==> config.mk <==
export PLATFORM = sky130hd
export DESIGN_NAME = interpol_mc
export DESIGN_NICKNAME = d
export VERILOG_FILES = /design/src/rtl/interpol_mc.sv
export SDC_FILE = /design/constraint.sdc
export NUM_CORES = 1
export LEC_CHECK = 0
export ABC_AREA = 1
export CORE_ASPECT_RATIO = 1.25
export CORE_MARGIN = 2
export CORE_UTILIZATION = 60
export CTS_BUF_LIST = sky130_fd_sc_hd__clkbuf_2
export CTS_CLUSTER_DIAMETER = 150
export DETAILED_ROUTE_END_ITERATION = 8
export MAX_ROUTING_LAYER = met4
export PLACE_DENSITY = 0.86
export REMOVE_ABC_BUFFERS = 1
export SLEW_MARGIN = 20
export SYNTH_ARGS = -nofsm -noshare
export SYNTH_HDL_FRONTEND = slang
export SYNTH_SLANG_ARGS = --single-unit
export TNS_END_PERCENT = 20
==> constraint.sdc <==
create_clock -name clock -period 7.4 [get_ports clock]
set_input_delay 0.74 -clock clock [delete_from_list [all_inputs] [get_ports clock]]
set_output_delay 0.74 -clock clock [all_outputs]
set_load 0.02 [all_outputs]
==> src/rtl/interpol_mc.sv <==
// Multi-channel piecewise-linear interpolator with runtime-loadable breakpoint tables.
// Result 5 edges after an accepted start; start is ignored while busy, table writes while busy are dropped.
module interpol_mc #(
   parameter int LUTSIZE  = 16,
   parameter int ADDRBITS = 4,
   parameter int N        = 16,
   parameter int QN       = 10,
   parameter int M        = 16,
   parameter int QM       = 10,
   parameter int NCH      = 2,
   parameter int CHBITS   = 1
) (
   input  logic                       clock,
   input  logic                       reset,
   input  logic                       start,
   input  logic [CHBITS-1:0]          ch,
   input  logic signed [N-1:0]        X,
   output logic                       ready,
   output logic signed [M-1:0]        Y,
   input  logic                       lut_we,
   input  logic [CHBITS-1:0]          lut_ch,
   input  logic [ADDRBITS:0]          lut_addr,
   input  logic signed [M-1:0]        lut_data,
   output logic                       lut_drop
);

   localparam int FB = N - ADDRBITS;
   localparam int PW = M + FB + 2;

   if (LUTSIZE != (1 << ADDRBITS) || NCH > (1 << CHBITS) || QN > N || QM > M) begin : g_bad_params
      $error("interpol_mc: inconsistent parameters");
   end

   typedef enum logic [2:0] {
      S_IDLE,
      S_CAP,
      S_RD0,
      S_RD1,
      S_MUL,
      S_OUT
   } state_t;

   state_t state, state_nxt;

   logic signed [M-1:0]   tbl [NCH][LUTSIZE+1];

   logic signed [N-1:0]   x_q;
   logic [CHBITS-1:0]     ch_q;
   logic [ADDRBITS-1:0]   idx_q;
   logic [FB-1:0]         frac_q;
   logic signed [M-1:0]   l0_q;
   logic signed [M-1:0]   l1_q;
   logic signed [PW-1:0]  prod_q;

   logic                  wr_ok;
   logic [N-1:0]          u;
   logic [ADDRBITS:0]     idx0;
   logic [ADDRBITS:0]     idx1;
   logic signed [M:0]     diff;
   logic signed [PW-1:0]  diff_w;
   logic signed [PW-1:0]  frac_w;
   logic signed [PW-1:0]  sum;

   assign ready = (state == S_IDLE);
   assign wr_ok = lut_we && ready && (int'(lut_addr) <= LUTSIZE) && (int'(lut_ch) < NCH);

   always_ff @(posedge clock or negedge reset) begin
      if (!reset) state <= S_IDLE;
      else        state <= state_nxt;
   end

   always_comb begin
      state_nxt = state;
      case (state)
         S_IDLE:  if (start) state_nxt = S_CAP;
         S_CAP:   state_nxt = S_RD0;
         S_RD0:   state_nxt = S_RD1;
         S_RD1:   state_nxt = S_MUL;
         S_MUL:   state_nxt = S_OUT;
         S_OUT:   state_nxt = S_IDLE;
         default: state_nxt = S_IDLE;
      endcase
   end

   // Adding 2^(N-1) to a two's-complement value is just an MSB flip.
   always_comb begin
      u      = {~x_q[N-1], x_q[N-2:0]};
      idx0   = {1'b0, idx_q};
      idx1   = {1'b0, idx_q} + (ADDRBITS+1)'(1);
      diff   = {l1_q[M-1], l1_q} - {l0_q[M-1], l0_q};
      diff_w = PW'(diff);
      frac_w = PW'({1'b0, frac_q});
      sum    = PW'(l0_q) + (prod_q >>> FB);
   end

   // Table contents survive reset, so storage sits outside the reset domain.
   always_ff @(posedge clock) begin
      if (wr_ok) tbl[lut_ch][lut_addr] <= lut_data;
   end

   always_ff @(posedge clock or negedge reset) begin
      if (!reset) lut_drop <= 1'b0;
      else        lut_drop <= lut_we && !wr_ok;
   end

   always_ff @(posedge clock or negedge reset) begin
      if (!reset) begin
         x_q    <= '0;
         ch_q   <= '0;
         idx_q  <= '0;
         frac_q <= '0;
         l0_q   <= '0;
         l1_q   <= '0;
         prod_q <= '0;
         Y      <= '0;
      end else begin
         case (state)
            S_IDLE: begin
               if (start) begin
                  x_q  <= X;
                  ch_q <= (int'(ch) < NCH) ? ch : '0;
               end
            end
            S_CAP: begin
               idx_q  <= u[N-1:FB];
               frac_q <= u[FB-1:0];
            end
            S_RD0:   l0_q   <= tbl[ch_q][idx0];
            S_RD1:   l1_q   <= tbl[ch_q][idx1];
            S_MUL:   prod_q <= diff_w * frac_w;
            S_OUT:   Y      <= sum[M-1:0];
            default: ;
         endcase
      end
   end

endmodule

# --- After elaboration in Yosys (flattened, before gate mapping) ---
# Memory sizes are Yosys's and may differ from the RTL's.
# Index checks and enable logic that the tools add are counted.
word_totals:
  regBits: 113
  ramBits: 544
  input_bits: 43
  output_inout_bits: 18
  wordCells: 49
  mem_count: 1
op_classes:
  add_sub_neg: 3
  mul: 1
  n_lt_le_gt_ge: 5
  n_eq_ne: 6
  mux: 12
  n_bitwise: 4
  n_reduce_logical: 7
memory_table:
  columns: ["name", "words", "width", "read_ports", "rd_clocked_by_memory_dff", "wr", "line", "text"]
  rows:
  - ["tbl", 2, 272, 1, 0, 1, "45", "logic signed [M-1:0] tbl [NCH][LUTSIZE+1];"]
op_table:
  columns: ["op", "count"]
  rows:
  - ["272-bit 2-to-1 mux", 1]
  - ["16-bit binary-select mux with 5-bit select", 2]
  - ["16-bit demux with 5-bit select", 1]
  - ["16-bit 2-to-1 mux", 5]
  - ["17-bit by 13-bit multiplier with 28-bit output", 1]
  - ["6-bit >= comparator (second input constant)", 3]
  - ["16-bit by 16-bit subtractor with 17-bit output", 1]
  - ["16-bit adder", 1]
  - ["3-bit case mux with 5 select lines", 1]
  - ["5-bit NOT with 6-bit output", 2]
  - ["3-bit by 2-bit == test with 1-bit output (second input constant)", 2]
  - ["3-bit == test (second input constant)", 2]
  - ["6-bit by 1-bit < comparator with 1-bit output (second input constant)", 1]
  - ["4-bit NOT with 6-bit output", 1]
  - ["4-bit by 1-bit adder with 5-bit output (second input constant)", 1]
  - ["5-bit less-or-equal comparator (second input constant)", 1]
  - ["1-bit logical AND", 4]
  - ["3-bit by 1-bit == test with 1-bit output (second input constant)", 1]
  - ["3-bit logical NOT", 1]
  - ["3-bit 2-to-1 mux", 1]
  - ["2-bit inequality test (second input constant)", 1]
  - ["2-bit AND reduction", 1]
  - ["1-bit logical NOT", 1]
  - ["1-bit 2-to-1 mux", 1]
  - ["1-bit NOT", 1]

# --- Logic depth before layout (Yosys ltp) ---
logic_depth:
  word_depth: 6
  ltp_mapped: 39

# --- Worst setup path after synthesis ---
# OpenSTA, ideal clock, no wires.
synth_timing:
  kind: "register to register"
  startpoint: "reg l0_q[0]"
  endpoint: "reg prod_q[22]"
  arrival_ns: 6.083
  path_slack_ns: 1.200
  stages_incl_launch_ff: 31
  synth_period_minus_slack_ns: 6.200
  cell_sequence: "dfrtp_1 > ha_1 > fa_1 > inv_1 > nand2_1 > nand2_1 > nand3_1 > nand2_2 > nand2_1 > nand2_1 > nand2_1 > nand2_2 > inv_2 > nor2_1 > inv_1 > fa_1 > fa_1 > inv_1 > fa_1 > fa_1 > inv_1 > fa_1 > inv_1 > ha_1 > a21oi_1 > o21a_1 > a21boi_0 > nand3_1 > or2_2 > nand3_1 > nand2_1"
synth_between:
  elab_chain_len: 2
synth_lines:
  columns: ["element", "line", "text"]
  rows:
  - ["from (decl)", "51", "logic signed [M-1:0] l0_q;"]
  - ["from (signal assigned)", "128", "S_RD0: l0_q <= tbl[ch_q][idx0];"]
  - ["16-bit by 16-bit subtractor with 17-bit output", "90", "diff = {l1_q[M-1], l1_q} - {l0_q[M-1], l0_q};"]
  - ["17-bit by 13-bit multiplier with 28-bit output", "130", "S_MUL: prod_q <= diff_w * frac_w;"]
  - ["to (signal assigned)", "130", null]
  - ["to (decl)", "53", "logic signed [PW-1:0] prod_q;"]
# Every way passes these cells.
# A chain may end at the register's enable or synchronous reset.

# --- Worst setup path in the final report ---
layout_timing:
  startpoint: "reg l0_q[0]"
  endpoint: "reg prod_q[21]"
# Same word-level chain as after synthesis.

==> impl_metrics.csv <==
group,metric,value,unit
routing,dr.pass1.iters,9,
global_routing,grt_max_degree,152,
sta,slew_viol_final,0,
yosys,synth_top_area_share,44.14,%
cts,cts_tree,"done",
place,io_buffers,60,
yosys,synth.largest_area_cell,"edfxtp_1",
sta,maxSlewHeadroom,22.44,%
yosys,synth_edf_count,544,
cts,insertion_delay,1.37,ns
yosys,ys.flop_type,"edfxtp_1",
cts,post-cts-setup-buffers,0,
sta,hold_viol,0,
setup_path,arrival,8.10,ns
layout,fillCellCount,4679,
setup_path,critical_path_peak_fanout,6,
setup_path,end_kind,"flip-flop",
setup_path,cp.required,8.61,ns
run,maxCapViolations,0,
global_routing,grt_pass1_wl,164.8,mm
routing,vias,29890,
global_routing,grt_overflow,0,
routing,routed_via_density,6.103,
routing,route.detailed.drc,2,
yosys,syn_avg_cell_area,9.686,um2
sta,clock_skew,0.1196,ns
global_routing,grt_pass1_vias,29410,
cts,cts_max_path_buffers,3,
routing,drtIter0Drc,4259,
floorplanning,die_x,226.1,um
sta,tightest_slew,1.161,ns
floorplanning,ios,61,
floorplanning,coreArea,0.06091,mm2
floorplanning,dieArea,0.06370,mm2
yosys,netlist_area,0.03701,mm2
routing,ant_nets,0,
yosys,ys_seq_elements,645,
sta,timing.fmax,145.2,MHz
place,gp_congestion,1.002,
floorplanning,start_util,60.76,%
global_routing,antenna_found_initial,4,
global_routing,track_usage,35.96,%
routing,wirelength,109.6,mm
hold_path,hp-class,"primary input to flip-flop",
sta,min_period,6.886,ns
yosys,synth_cells,3821,
setup_path,cp_common_cell,"fa_1",
floorplanning,die_h,281.7,um
setup_path,crit_path_start_kind,"flip-flop",
yosys,yosys_warnings,0,
layout,nNetsFinal,4268,
setup_path,crit_buf_inv,5,
layout,synthToLayoutAreaGrowth,8.506,%
cts,h-tree-depth,4,
cts,cts-root-buf,"clkbuf_2",
place,dp_hpwl,70.00,mm
cts,clkTransAtPathRegs,0.13,ns
sta,finalSetupViolations,0,
yosys,async_flop_share,15.66,%
yosys,yosysMostFrequentCell,"nand2_1",
setup_path,cp_slowest_cell,"fa_1",
cts,cts_sinks,645,
yosys,synth_cell_type_count,57,
yosys,synth_area_leaders,"edfxtp_1 44%, nand2_1 10%, fa_1 9.7%, dfrtp_1 6.8%, inv_1 4.1%",
setup_path,criticalPathCategory,"flip-flop to flip-flop",
yosys,synth_common_cells,"1,002 x nand2_1, 544 x edfxtp_1, 401 x inv_1",
floorplanning,num_rows,101,
layout,drive_gt1_share,10.79,%
cts,cts_buffers,149,
layout,layoutNonFillerInstCount,4897,
setup_path,path_delay_family,"adder cells",
sta,fin_crit_sh,93.06,%
routing,post_drt_wl_per_cell,22.39,um
place,dp.cells,4598,
sta,rsz0062_at_grt,"no",
yosys,ys_seq_area_share,50.97,%
outcome,status,"complete, but fails checks",
outcome,violations,"DRC",
setup_path,max_stage_delay,0.57,ns
==> kinds of logic after synthesis <==
| kind of cell | count (synthesis) | share of synthesized area, % |
|---|---|---|
| AOI/OAI and AO/OA | 591 | 9.372 |
| xor gates and xnor gates | 28 | 0.7539 |
| adders and majority gates | 272 | 12.83 |
| buffers and inverters | 602 | 6.667 |
| DFF | 645 | 50.97 |
| muxes | 26 | 0.7066 |
| and+or+nand+nor | 1657 | 18.71 |
==> through the flow <==
stage / setup TNS, ns / util [%] / setup WS (ns) / hold slack (ns) / instance area [um2]
floorplan: -24.85 / - / -0.8938 / 0.4341 / 36130
global placement: 0 / 63.20 / 0.6450 / 0.4654 / 38500
detailed placement: 0 / 63.20 / 0.5367 / 0.4736 / 38490
CTS: 0 / 65.83 / 0.5081 / 0.01405 / 40100
global route: 0 / 65.92 / 0.06241 / 0.07296 / 40150
finish: 0 / 65.93 / 0.5137 / 0.1604 / 40160
==> path summary, 6_finish.rpt <==
check	from	cells past startpoint	endpoint	slack, ns
worst max-delay path	l0_q[0]$_DFFE_PN0P_	30	prod_q[21]$_DFFE_PN0N_	0.51
worst min-delay path	X[3]	3	x_q[3]$_DFFE_PN0P_	0.16
worst max register to register	l0_q[0]$_DFFE_PN0P_	30	prod_q[21]$_DFFE_PN0N_	0.51
worst min register to register	Y[9]$_DFFE_PN0N_	2	Y[9]$_DFFE_PN0N_	0.49
max in group asynchronous	reset	4	l1_q[13]$_DFFE_PN0N_	6.06
min in group asynchronous	reset	4	prod_q[12]$_DFFE_PN0N_	0.48
==> worst reg2reg max path, delay by kind of cell, from the launching register on <==
family                   cells  cell delay, ns
AO/OA/AOI/OAI                5            0.98
adder cells (fa/ha/maj)      8            3.61
AND/OR/NAND/NOR             12            1.43
flip-flops                   1            0.45
buffers and inverters        5            0.31
==> layout by cell type (no fill, tap or decap), types with 5 or more instances in the layout <==
| cell type | count |
|---|---|
| nor2_1 | 248 |
| xnor2_1 | 12 |
| and2_1 | 16 |
| inv_2 | 14 |
| nor3_2 | 26 |
| fa_1 | 179 |
| o2111ai_1 | 15 |
| o221ai_1 | 14 |
| dfrtp_1 | 99 |
| buf_2 | 9 |
| o31ai_1 | 10 |
| inv_1 | 399 |
| a31oi_1 | 21 |
| nand4_1 | 8 |
| o211ai_1 | 88 |
| nand2_1 | 1002 |
| o21ai_0 | 170 |
| nand2_2 | 6 |
| nor3_1 | 13 |
| or2_1 | 23 |
| clkbuf_2 | 221 |
| clkinv_4 | 5 |
| xor2_1 | 13 |
| o21bai_1 | 5 |
| edfxtp_1 | 544 |
| diode_2 | 6 |
| mux2i_1 | 25 |
| ha_1 | 92 |
| buf_4 | 71 |
| o21ai_1 | 21 |
| a221oi_1 | 7 |
| or2_2 | 45 |
| dlygate4sd3_1 | 27 |
| clkinv_1 | 34 |
| a21oi_1 | 220 |
| o31ai_2 | 6 |
| clkdlybuf4s50_1 | 50 |
| nand3_1 | 253 |
==> flip-flops by register name (all words and copies together), names as in the netlist <==
| signal | count |
|---|---|
| lut_drop | 1 |
| l0_q | 16 |
| state | 3 |
| idx_q | 4 |
| Y | 16 |
| tbl | 544 |
| ch_q | 1 |
| l1_q | 16 |
| frac_q | 12 |
| x_q | 16 |
| prod_q | 16 |
==> final cells by class <==
cell class              count  area, um2  area share (%)
flip-flops and latches    645      18870           46.99
inverters                 422       1598           3.979
clock buffers             221       1106           2.754
repair buffers            161       1436           3.577
clock inverters            44      281.5          0.7010
diodes                      6      15.01         0.03739
well taps                 824       1031           2.567
multi-input cells        2574      15820           39.39
==> repair_timing <==
action	4_1_cts	5_1_grt
hold endpoints to repair	88	260
endpoints found under the setup margin	0	2
resized for setup	0	2
hold buffers	20	8
==> per-layer routing <==
layer / GRT usage [%] / wire (um)
met1: 39.50 / 35320
met5: - / 0
met4: 27.61 / 9877
met3: 8.180 / 11980
met2: 57.01 / 52440
Power is not shown: default switching activity piles up to over one toggle a cycle in this logic, so the estimate is an artifact.
